**config.mk**
```make
export PLATFORM = sky130hd
export DESIGN_NAME = serv_csr_irq
export DESIGN_NICKNAME = d
export VERILOG_FILES = /design/src/rtl/serv_csr_irq.sv
export SDC_FILE = /design/constraint.sdc
export NUM_CORES = 1
export LEC_CHECK = 0
export ABC_AREA = 1
export CAP_MARGIN = 10
export CORE_MARGIN = 2
export CORE_UTILIZATION = 50
export CTS_CLUSTER_SIZE = 30
export DETAILED_ROUTE_END_ITERATION = 16
export GPL_TIMING_DRIVEN = 0
export PLACE_DENSITY = 0.93
export SLEW_MARGIN = 5
export SYNTH_ARGS = -nofsm -noshare
export SYNTH_HDL_FRONTEND = slang
export SYNTH_SLANG_ARGS = --single-unit
```
**constraint.sdc**
```tcl
create_clock -name i_clk -period 2.6 [get_ports i_clk]
set_input_delay 0.52 -clock i_clk [delete_from_list [all_inputs] [get_ports i_clk]]
set_output_delay 0.52 -clock i_clk [all_outputs]
set_load 0.1 [all_outputs]
```
**src/rtl/serv_csr_irq.sv**
```systemverilog
// Bit-serial machine-mode CSR and interrupt unit for SERV: mstatus/mie/mip/mcause fields,
// NUM_IRQ external lines (edge or level per line) plus the machine timer, fixed-priority cause.
module serv_csr_irq #(
    parameter int                 NUM_IRQ  = 4,
    parameter logic [NUM_IRQ-1:0] IRQ_EDGE = '0
) (
    input  logic               i_clk,
    input  logic               i_rst_n,
    input  logic               i_en,
    input  logic [4:0]         i_cnt,
    input  logic               i_mstatus_en,
    input  logic               i_mie_en,
    input  logic               i_mip_en,
    input  logic               i_mcause_en,
    input  logic [1:0]         i_csr_source,
    input  logic               i_d,
    input  logic               i_rf_csr_out,
    output logic               o_csr_in,
    output logic               o_q,
    input  logic               i_mtip,
    input  logic [NUM_IRQ-1:0] i_irq,
    output logic               o_new_irq,
    output logic               o_irq_active,
    input  logic               i_trap_taken,
    input  logic               i_mret,
    input  logic               i_e_op,
    input  logic               i_ebreak,
    input  logic               i_mem_misalign,
    input  logic               i_mem_cmd
);
    localparam logic [1:0] SRC_CSR = 2'b00;
    localparam logic [1:0] SRC_EXT = 2'b01;
    localparam logic [1:0] SRC_SET = 2'b10;
    localparam logic [1:0] SRC_CLR = 2'b11;

    logic               mie_q, mie_d, mpie_q, mpie_d, mtie_q, mtie_d;
    logic [NUM_IRQ-1:0] meie_q, meie_d, epend_q, epend_d, irq_q;
    logic [NUM_IRQ-1:0] pend, ext_hit, epend_set, epend_clr;
    logic [4:0]         code_q, code_d, irq_code, exc_code;
    logic               intr_q, intr_d, active_q, active;
    logic               rd_bit, csr_in;

    always_comb begin
        for (int k = 0; k < NUM_IRQ; k++) begin
            pend[k] = IRQ_EDGE[k] ? epend_q[k] : i_irq[k];
        end
    end

    assign ext_hit      = meie_q & pend;
    assign active       = mie_q & ((mtie_q & i_mtip) | (|ext_hit));
    assign o_irq_active = active;
    assign o_new_irq    = active & ~active_q;

    // Walk downwards so the lowest-numbered pending line wins; timer is the fallback.
    always_comb begin
        irq_code = 5'd7;
        for (int k = NUM_IRQ - 1; k >= 0; k--) begin
            if (ext_hit[k]) irq_code = 5'(16 + k);
        end
    end

    always_comb begin
        exc_code = 5'd0;
        if (i_e_op)              exc_code = i_ebreak ? 5'd3 : 5'd11;
        else if (i_mem_misalign) exc_code = i_mem_cmd ? 5'd6 : 5'd4;
    end

    always_comb begin
        rd_bit = 1'b0;
        if (i_mstatus_en) rd_bit = rd_bit | ((i_cnt == 5'd3) & mie_q) | ((i_cnt == 5'd7) & mpie_q);
        if (i_mie_en)     rd_bit = rd_bit | ((i_cnt == 5'd7) & mtie_q);
        if (i_mip_en)     rd_bit = rd_bit | ((i_cnt == 5'd7) & i_mtip);
        if (i_mcause_en)  rd_bit = rd_bit | ((i_cnt < 5'd5) & code_q[0]) | ((i_cnt == 5'd31) & intr_q);
        for (int k = 0; k < NUM_IRQ; k++) begin
            if (i_cnt == 5'(16 + k)) rd_bit = rd_bit | (i_mie_en & meie_q[k]) | (i_mip_en & pend[k]);
        end
    end

    assign o_q = (rd_bit & i_en) | i_rf_csr_out;

    always_comb begin
        case (i_csr_source)
            SRC_EXT: csr_in = i_d;
            SRC_SET: csr_in = o_q | i_d;
            SRC_CLR: csr_in = o_q & ~i_d;
            default: csr_in = o_q;
        endcase
    end
    assign o_csr_in = csr_in;

    // Later assignments win: serial write < mret < trap entry.
    always_comb begin
        mie_d  = mie_q;
        mpie_d = mpie_q;
        mtie_d = mtie_q;
        meie_d = meie_q;
        code_d = code_q;
        intr_d = intr_q;
        if (i_en && i_mstatus_en && i_cnt == 5'd3) mie_d  = csr_in;
        if (i_en && i_mstatus_en && i_cnt == 5'd7) mpie_d = csr_in;
        if (i_en && i_mie_en && i_cnt == 5'd7)     mtie_d = csr_in;
        for (int k = 0; k < NUM_IRQ; k++) begin
            if (i_en && i_mie_en && i_cnt == 5'(16 + k)) meie_d[k] = csr_in;
        end
        if (i_en && i_mcause_en && i_cnt < 5'd5)    code_d = {csr_in, code_q[4:1]};
        if (i_en && i_mcause_en && i_cnt == 5'd31)  intr_d = csr_in;
        if (i_mret) begin
            mie_d  = mpie_q;
            mpie_d = 1'b1;
        end
        if (i_trap_taken) begin
            mie_d  = 1'b0;
            mpie_d = mie_q;
            intr_d = active;
            code_d = active ? irq_code : exc_code;
        end
    end

    // Edge latches: a new rising edge overrides a same-cycle software clear.
    always_comb begin
        for (int k = 0; k < NUM_IRQ; k++) begin
            epend_clr[k] = i_en & i_mip_en & (i_cnt == 5'(16 + k)) & ~csr_in;
        end
        epend_set = IRQ_EDGE & i_irq & ~irq_q;
        epend_d   = IRQ_EDGE & (epend_set | (epend_q & ~epend_clr));
    end

    always_ff @(posedge i_clk or negedge i_rst_n) begin
        if (!i_rst_n) begin
            mie_q    <= 1'b0;
            mpie_q   <= 1'b0;
            mtie_q   <= 1'b0;
            meie_q   <= '0;
            epend_q  <= '0;
            irq_q    <= '0;
            code_q   <= 5'd0;
            intr_q   <= 1'b0;
            active_q <= 1'b0;
        end else begin
            mie_q    <= mie_d;
            mpie_q   <= mpie_d;
            mtie_q   <= mtie_d;
            meie_q   <= meie_d;
            epend_q  <= epend_d;
            irq_q    <= i_irq;
            code_q   <= code_d;
            intr_q   <= intr_d;
            active_q <= active;
        end
    end
endmodule

```
Word level (Yosys, flattened, before mapping)
Index checks and enable logic that the tools add are counted.
- bits in registers: 14
- input port bits: 27
- output and inout bits: 4
- logic and storage cells: 104
- $lt $le $gt $ge: 1
- equal/unequal tests: 10
- mux-type cells: 28
- bitwise gates (word level): 38
- reductions and logical operators: 17
- operators by type and width (operator ; count):
    $mux W5 ; 7
    $eq A5 B5 Y1 const B ; 5
    $and A1 B1 Y1 ; 19
    $mux W1 ; 16
    $or A1 B1 Y1 ; 16
    $logic_and A1 B1 Y1 ; 12
    $mux W4 ; 2
    $reduce_bool A3 Y1 ; 2
    $eq A5 B2 Y1 const B ; 1
    $eq A5 B3 Y1 const B ; 1
    $lt A5 B3 Y1 const B ; 1
    $and A4 B4 Y4 ; 1
    $eq A2 B2 Y1 const B ; 2
    $reduce_bool A2 Y1 ; 2
    $reduce_or A4 Y1 ; 1
    $mux W3 ; 1
    $pmux W1 S3 ; 1
    $eq A2 B1 Y1 const B ; 1
    $mux W2 ; 1
    $not A1 Y1 ; 2

Longest topological paths before layout
- word-level depth: 30
- depth in mapped cells: 14
- gate-level depth less buffers: 14

Least setup slack after synthesis
No wires, ideal clock.
- path kind: input port to output port
- start: input port i_irq[1]
- end: output port o_new_irq
- data arrival time: 2148 ps
- data required time: 2080 ps
- slack: -68 ps
- stages on the path: 6
- buffers on the path: 0
- cells stage by stage: nand2_1 > nand2_1 > nor2_1 > nand2_1 > nand2_1 > nor2_1
- cells in the longest elaborated chain, start to end: 5
- RTL lines (element ; RTL line ; source):
    start, declared ; 21 ; input logic [NUM_IRQ-1:0] i_irq,
    $and A4 B4 Y4 ; 49 ; assign ext_hit = meie_q & pend;
    $reduce_or A4 Y1 ; 50 ; assign active = mie_q & ((mtie_q & i_mtip) | (|ext_hit));
    $or A1 B1 Y1 ; 50 ;
    $and A1 B1 Y1 ; 50 ;
    $and A1 B1 Y1 ; 52 ; assign o_new_irq = active & ~active_q;
    end, declared ; 22 ; output logic o_new_irq,
Every way passes these cells.

Worst setup path after layout
- start: input port i_cnt[1]
- end: output port o_csr_in
- cells in the longest elaborated chain, start to end: 27
- elaborated cells on any way between the ends: 40
- those cells by class: 1 x order compare; 7 x eq/ne; 9 x mux; 23 x bitwise
- RTL lines (element ; RTL line ; source):
    start, declared ; 10 ; input logic [4:0] i_cnt,
    $eq A5 B2 Y1 or $eq A5 B3 Y1 (tied branches) ; 70, 71, 72 ;
    $and A1 B1 Y1 ; 70 ; if (i_mstatus_en) rd_bit = rd_bit | ((i_cnt == 5'd3) & mie_q) | ((i_cnt == 5'd7) & mpie_q);
    $or A1 B1 Y1 ; 70 ;
    $mux W1 ; 70 ;
    $or A1 B1 Y1 ; 71 ; if (i_mie_en) rd_bit = rd_bit | ((i_cnt == 5'd7) & mtie_q);
    $mux W1 ; 71 ;
    $or A1 B1 Y1 ; 72 ; if (i_mip_en) rd_bit = rd_bit | ((i_cnt == 5'd7) & i_mtip);
    $mux W1 ; 72 ;
    [... 9 more ...] ; -- ;
    $or A1 B1 Y1 (2 in series) ; 75 ; if (i_cnt == 5'(16 + k)) rd_bit = rd_bit | (i_mie_en & meie_q[k]) | (i_mip_en & pend[k]);
    $mux W1 ; 75 ;
    $or A1 B1 Y1 (2 in series) ; 75 ;
    $mux W1 * ; 75 ;
    $and A1 B1 Y1 * ; 79 ; assign o_q = (rd_bit & i_en) | i_rf_csr_out;
    $or A1 B1 Y1 * ; 79 ;
    $and A1 B1 Y1 or $or A1 B1 Y1 (tied branches) ; 85, 84 ;
    $pmux W1 S3 * ; 82 ; case (i_csr_source)
    end, declared ; 18 ; output logic o_csr_in,
Every way passes the cells marked *; elsewhere a longest branch is shown, timed or not.

==> flow_summary_export.csv <==
group,metric,value,unit
placement,port_buffers,29,
setup_path,critPathLaunch,"i_cnt[1]",
drt,ant_nets,0,
drt,drcViolationCount,0,
floorplanning,rows,16,
global_route,grt_pass1_wl,4640,um
synthesis,synth.top_cell.area_share,0.330,
drt,route.vias.total,1221,
synthesis,synth_area,0.00106,mm^2
timing,worst_clock_skew,0.00570,ns
placement,place_inst,220,
global_route,busiest_layer,"met2",
power,powerDensity,477,mW/mm^2
power,peakVddDrop,0.000499,V
cts,worstSkewPairLatency,0.28,ns
global_route,grt_use_met2,0.432,
timing,setup_tns,0,ns
global_route,grt_max_degree,15,
drt,drt_iter0_drc,48,
synthesis,avgSynthCellArea,6.48,um^2
setup_path,cp_data_required_time,2.08,ns
drt,routedWlPerCell,13.1,um
timing,hold_slack,0.543,ns
final_layout,design_area,0.00149,mm^2
synthesis,synth_edf_count,0,
global_route,grt_usage,0.245,
outcome,outcome,"completed",
cts,cts_max_path_buffers,2,
final_layout,syn2layout_area_growth,40.4,%
setup_path,crit_path_start_kind,"input port",
setup_path,worst_setup_path_end_kind,"output pin",
final_layout,multi_input_area,643,um^2
timing,setup_violations,0,
final_layout,nFillCells,164,
final_layout,drive_above_1_share,0.145,
timing,slew_violations,0,
setup_path,path_class,"input port to output pin",
setup_path,reg2reg_depth,9,
cts,clockRootBuffer,"clkbuf_4",
synthesis,synth.distinct_cells,24,
cts,clkSinkCount,14,
final_layout,seqCellArea,350,um^2
synthesis,syn_nets,191,
final_layout,final_cell_mix,"52 x nand2_1, 19 x inv_1, 18 x clkdlybuf4s50_1, 16 x nand3_1, 14 x dfrtp_1",
timing,worst_slack,0.0830,ns
cts,cts_max_level,1,
global_route,grt_use_met1,0.297,
drt,finalWirelength,2980,um
synthesis,synth.largest_area_cell,"dfrtp_1",
placement,placed_cell_area,0.00139,mm^2
synthesis,synth_cells,164,
run,max_cap_viol_count,0,
floorplanning,design.die.area,0.00251,mm^2
final_layout,n_antenna_cell,0,
timing,tightest_slew,0.633,ns
synthesis,synth_top_cells_by_area,"dfrtp_1 33%, nand2_1 19%, nand3_1 8.0%",
global_route,met3_usage,0.0303,
global_route,grt_pass1_vias,1092,
cts,clkTransAtPathRegs,0.09,ns
floorplanning,core_area,0.00198,mm^2
setup_path,crit_fanout,6,
drt,viasPerCell,5.38,
placement,place_congestion,0.842,
cts,cts_hold_buf,0,
synthesis,synth_seq_area_share,0.330,
cts,cts_tree,"yes",
hold_path,min_path_type,"register to register",
timing,finalCriticalPeriod,2.52,ns
cts,cts_buffers,3,
synthesis,async_reset_ff_frac,1.00,
timing,max_slew_margin,0.577,
global_route,antenna_found_initial,0,
final_layout,final_cells,227,
floorplanning,io_pins,31,
placement,place_hpwl,2190,um
timing,period_share,0.968,
timing,finalHoldViolations,0,
final_layout,layout_commonest_cell,"nand2_1",
setup_path,arrival,2.00,ns
timing,max_freq,397,MHz
floorplanning,die_h,50.1,um
synthesis,synth-seq-cells,14,
synthesis,synth_warnings,0,
setup_path,reg2reg_to,"code_q[3]",
setup_path,r2r_slack,0.96,ns
final_layout,fin_nets,228,
power,leakage,0.783,nW
floorplanning,die_x,50.1,um
drt,dr.pass1.iters,6,
setup_path,crit_end,"o_csr_in",
setup_path,r2r-start,"meie_q[2]",
global_route,overflow,0,
placement,place_ws,-1.13,ns
floorplanning,start_util,0.536,
synthesis,synth_ff_type,"dfrtp_1",
==> per-layer routing <==
| metal | wire length (um) | share of wire |
|---|---|---|
| met1 | 1220 | 0.41 |
| met4 | 83 | 0.028 |
| met3 | 184 | 0.062 |
| met5 | 0 | 0 |
| met2 | 1490 | 0.50 |
==> registers in the layout, summed over array words and instances, names as in the netlist <==
name      flops
active_q      1
code_q        5
intr_q        1
meie_q        4
mie_q         1
mpie_q        1
mtie_q        1
==> metrics by stage <==
step           utilization  total power [mW]
2_1_floorplan            -             0.446
3_3_place_gp         0.701             0.533
3_5_place_dp         0.701             0.543
4_1_cts              0.721             0.697
5_1_grt              0.753             0.756
6_report             0.753             0.712
==> cells by family (layout without fill, tap and decap cells) <==
group | count (synthesis) | after routing | synth area share
AND/OR/NAND/NOR | 106 | 106 | 0.469
buffers and inverters | 23 | 59 | 0.0907
AO/OA/AOI/OAI | 21 | 21 | 0.111
flip-flops | 14 | 14 | 0.330
==> critical path, stage by stage <==
cell and delay (ns):
dlygate4sd2_1 0.31, nand2_2 0.13, nor2_4 0.17, buf_4 0.13
nand3_1 0.06, nand3_1 0.09, nor2_1 0.05, nand2_2 0.06
nand2_2 0.07, nand3_4 0.09, nand2_4 0.06, inv_4 0.08
buf_12 0.17
==> cells in the mapped netlist, drive strengths merged, types with 2 or more instances <==
| cell type | n |
|---|---|
| a21oi | 7 |
| clkbuf | 2 |
| dfrtp | 14 |
| inv | 21 |
| nand2 | 58 |
| nand3 | 21 |
| nand4 | 3 |
| nor2 | 17 |
| nor3 | 2 |
| nor4 | 4 |
| o21ai | 9 |
==> worst min path at each step <==
stage	from	end	slack, ns	cells past startpoint
after CTS	code_q[1]	code_q[1]	0.54	2
after global routing	code_q[4]	code_q[4]	0.58	2
after detailed placement	code_q[1]	code_q[1]	0.52	2
final	code_q[1]	code_q[1]	0.54	2
after global placement	code_q[1]	code_q[1]	0.51	2
after floorplan	i_rst_n	active_q	0.22	0
==> what timing repair did <==
item,CTS,global route
resized for setup,31,13
endpoints found under the hold margin,0,0
pin swaps,0,4
gates cloned,0,0
setup buffers,0,3
endpoints found under the setup margin,4,4
==> report_power, final <==
part	internal, mW	leakage (nW)	switching (mW)
Sequential	0.253	0.173	0.0266
Combinational	0.101	0.589	0.177
Clock	0.0851	0.0210	0.0691
Total	0.439	0.783	0.273
==> area by class of cell <==
type                       count  area share
multi-input combinational    127       0.431
sequential                    14       0.235
timing repair buffer          32       0.221
inverter                      21      0.0545
clock buffer                   4      0.0243
tap                           27      0.0227
buffer                         2      0.0117
(Power assumes the default switching activity.)
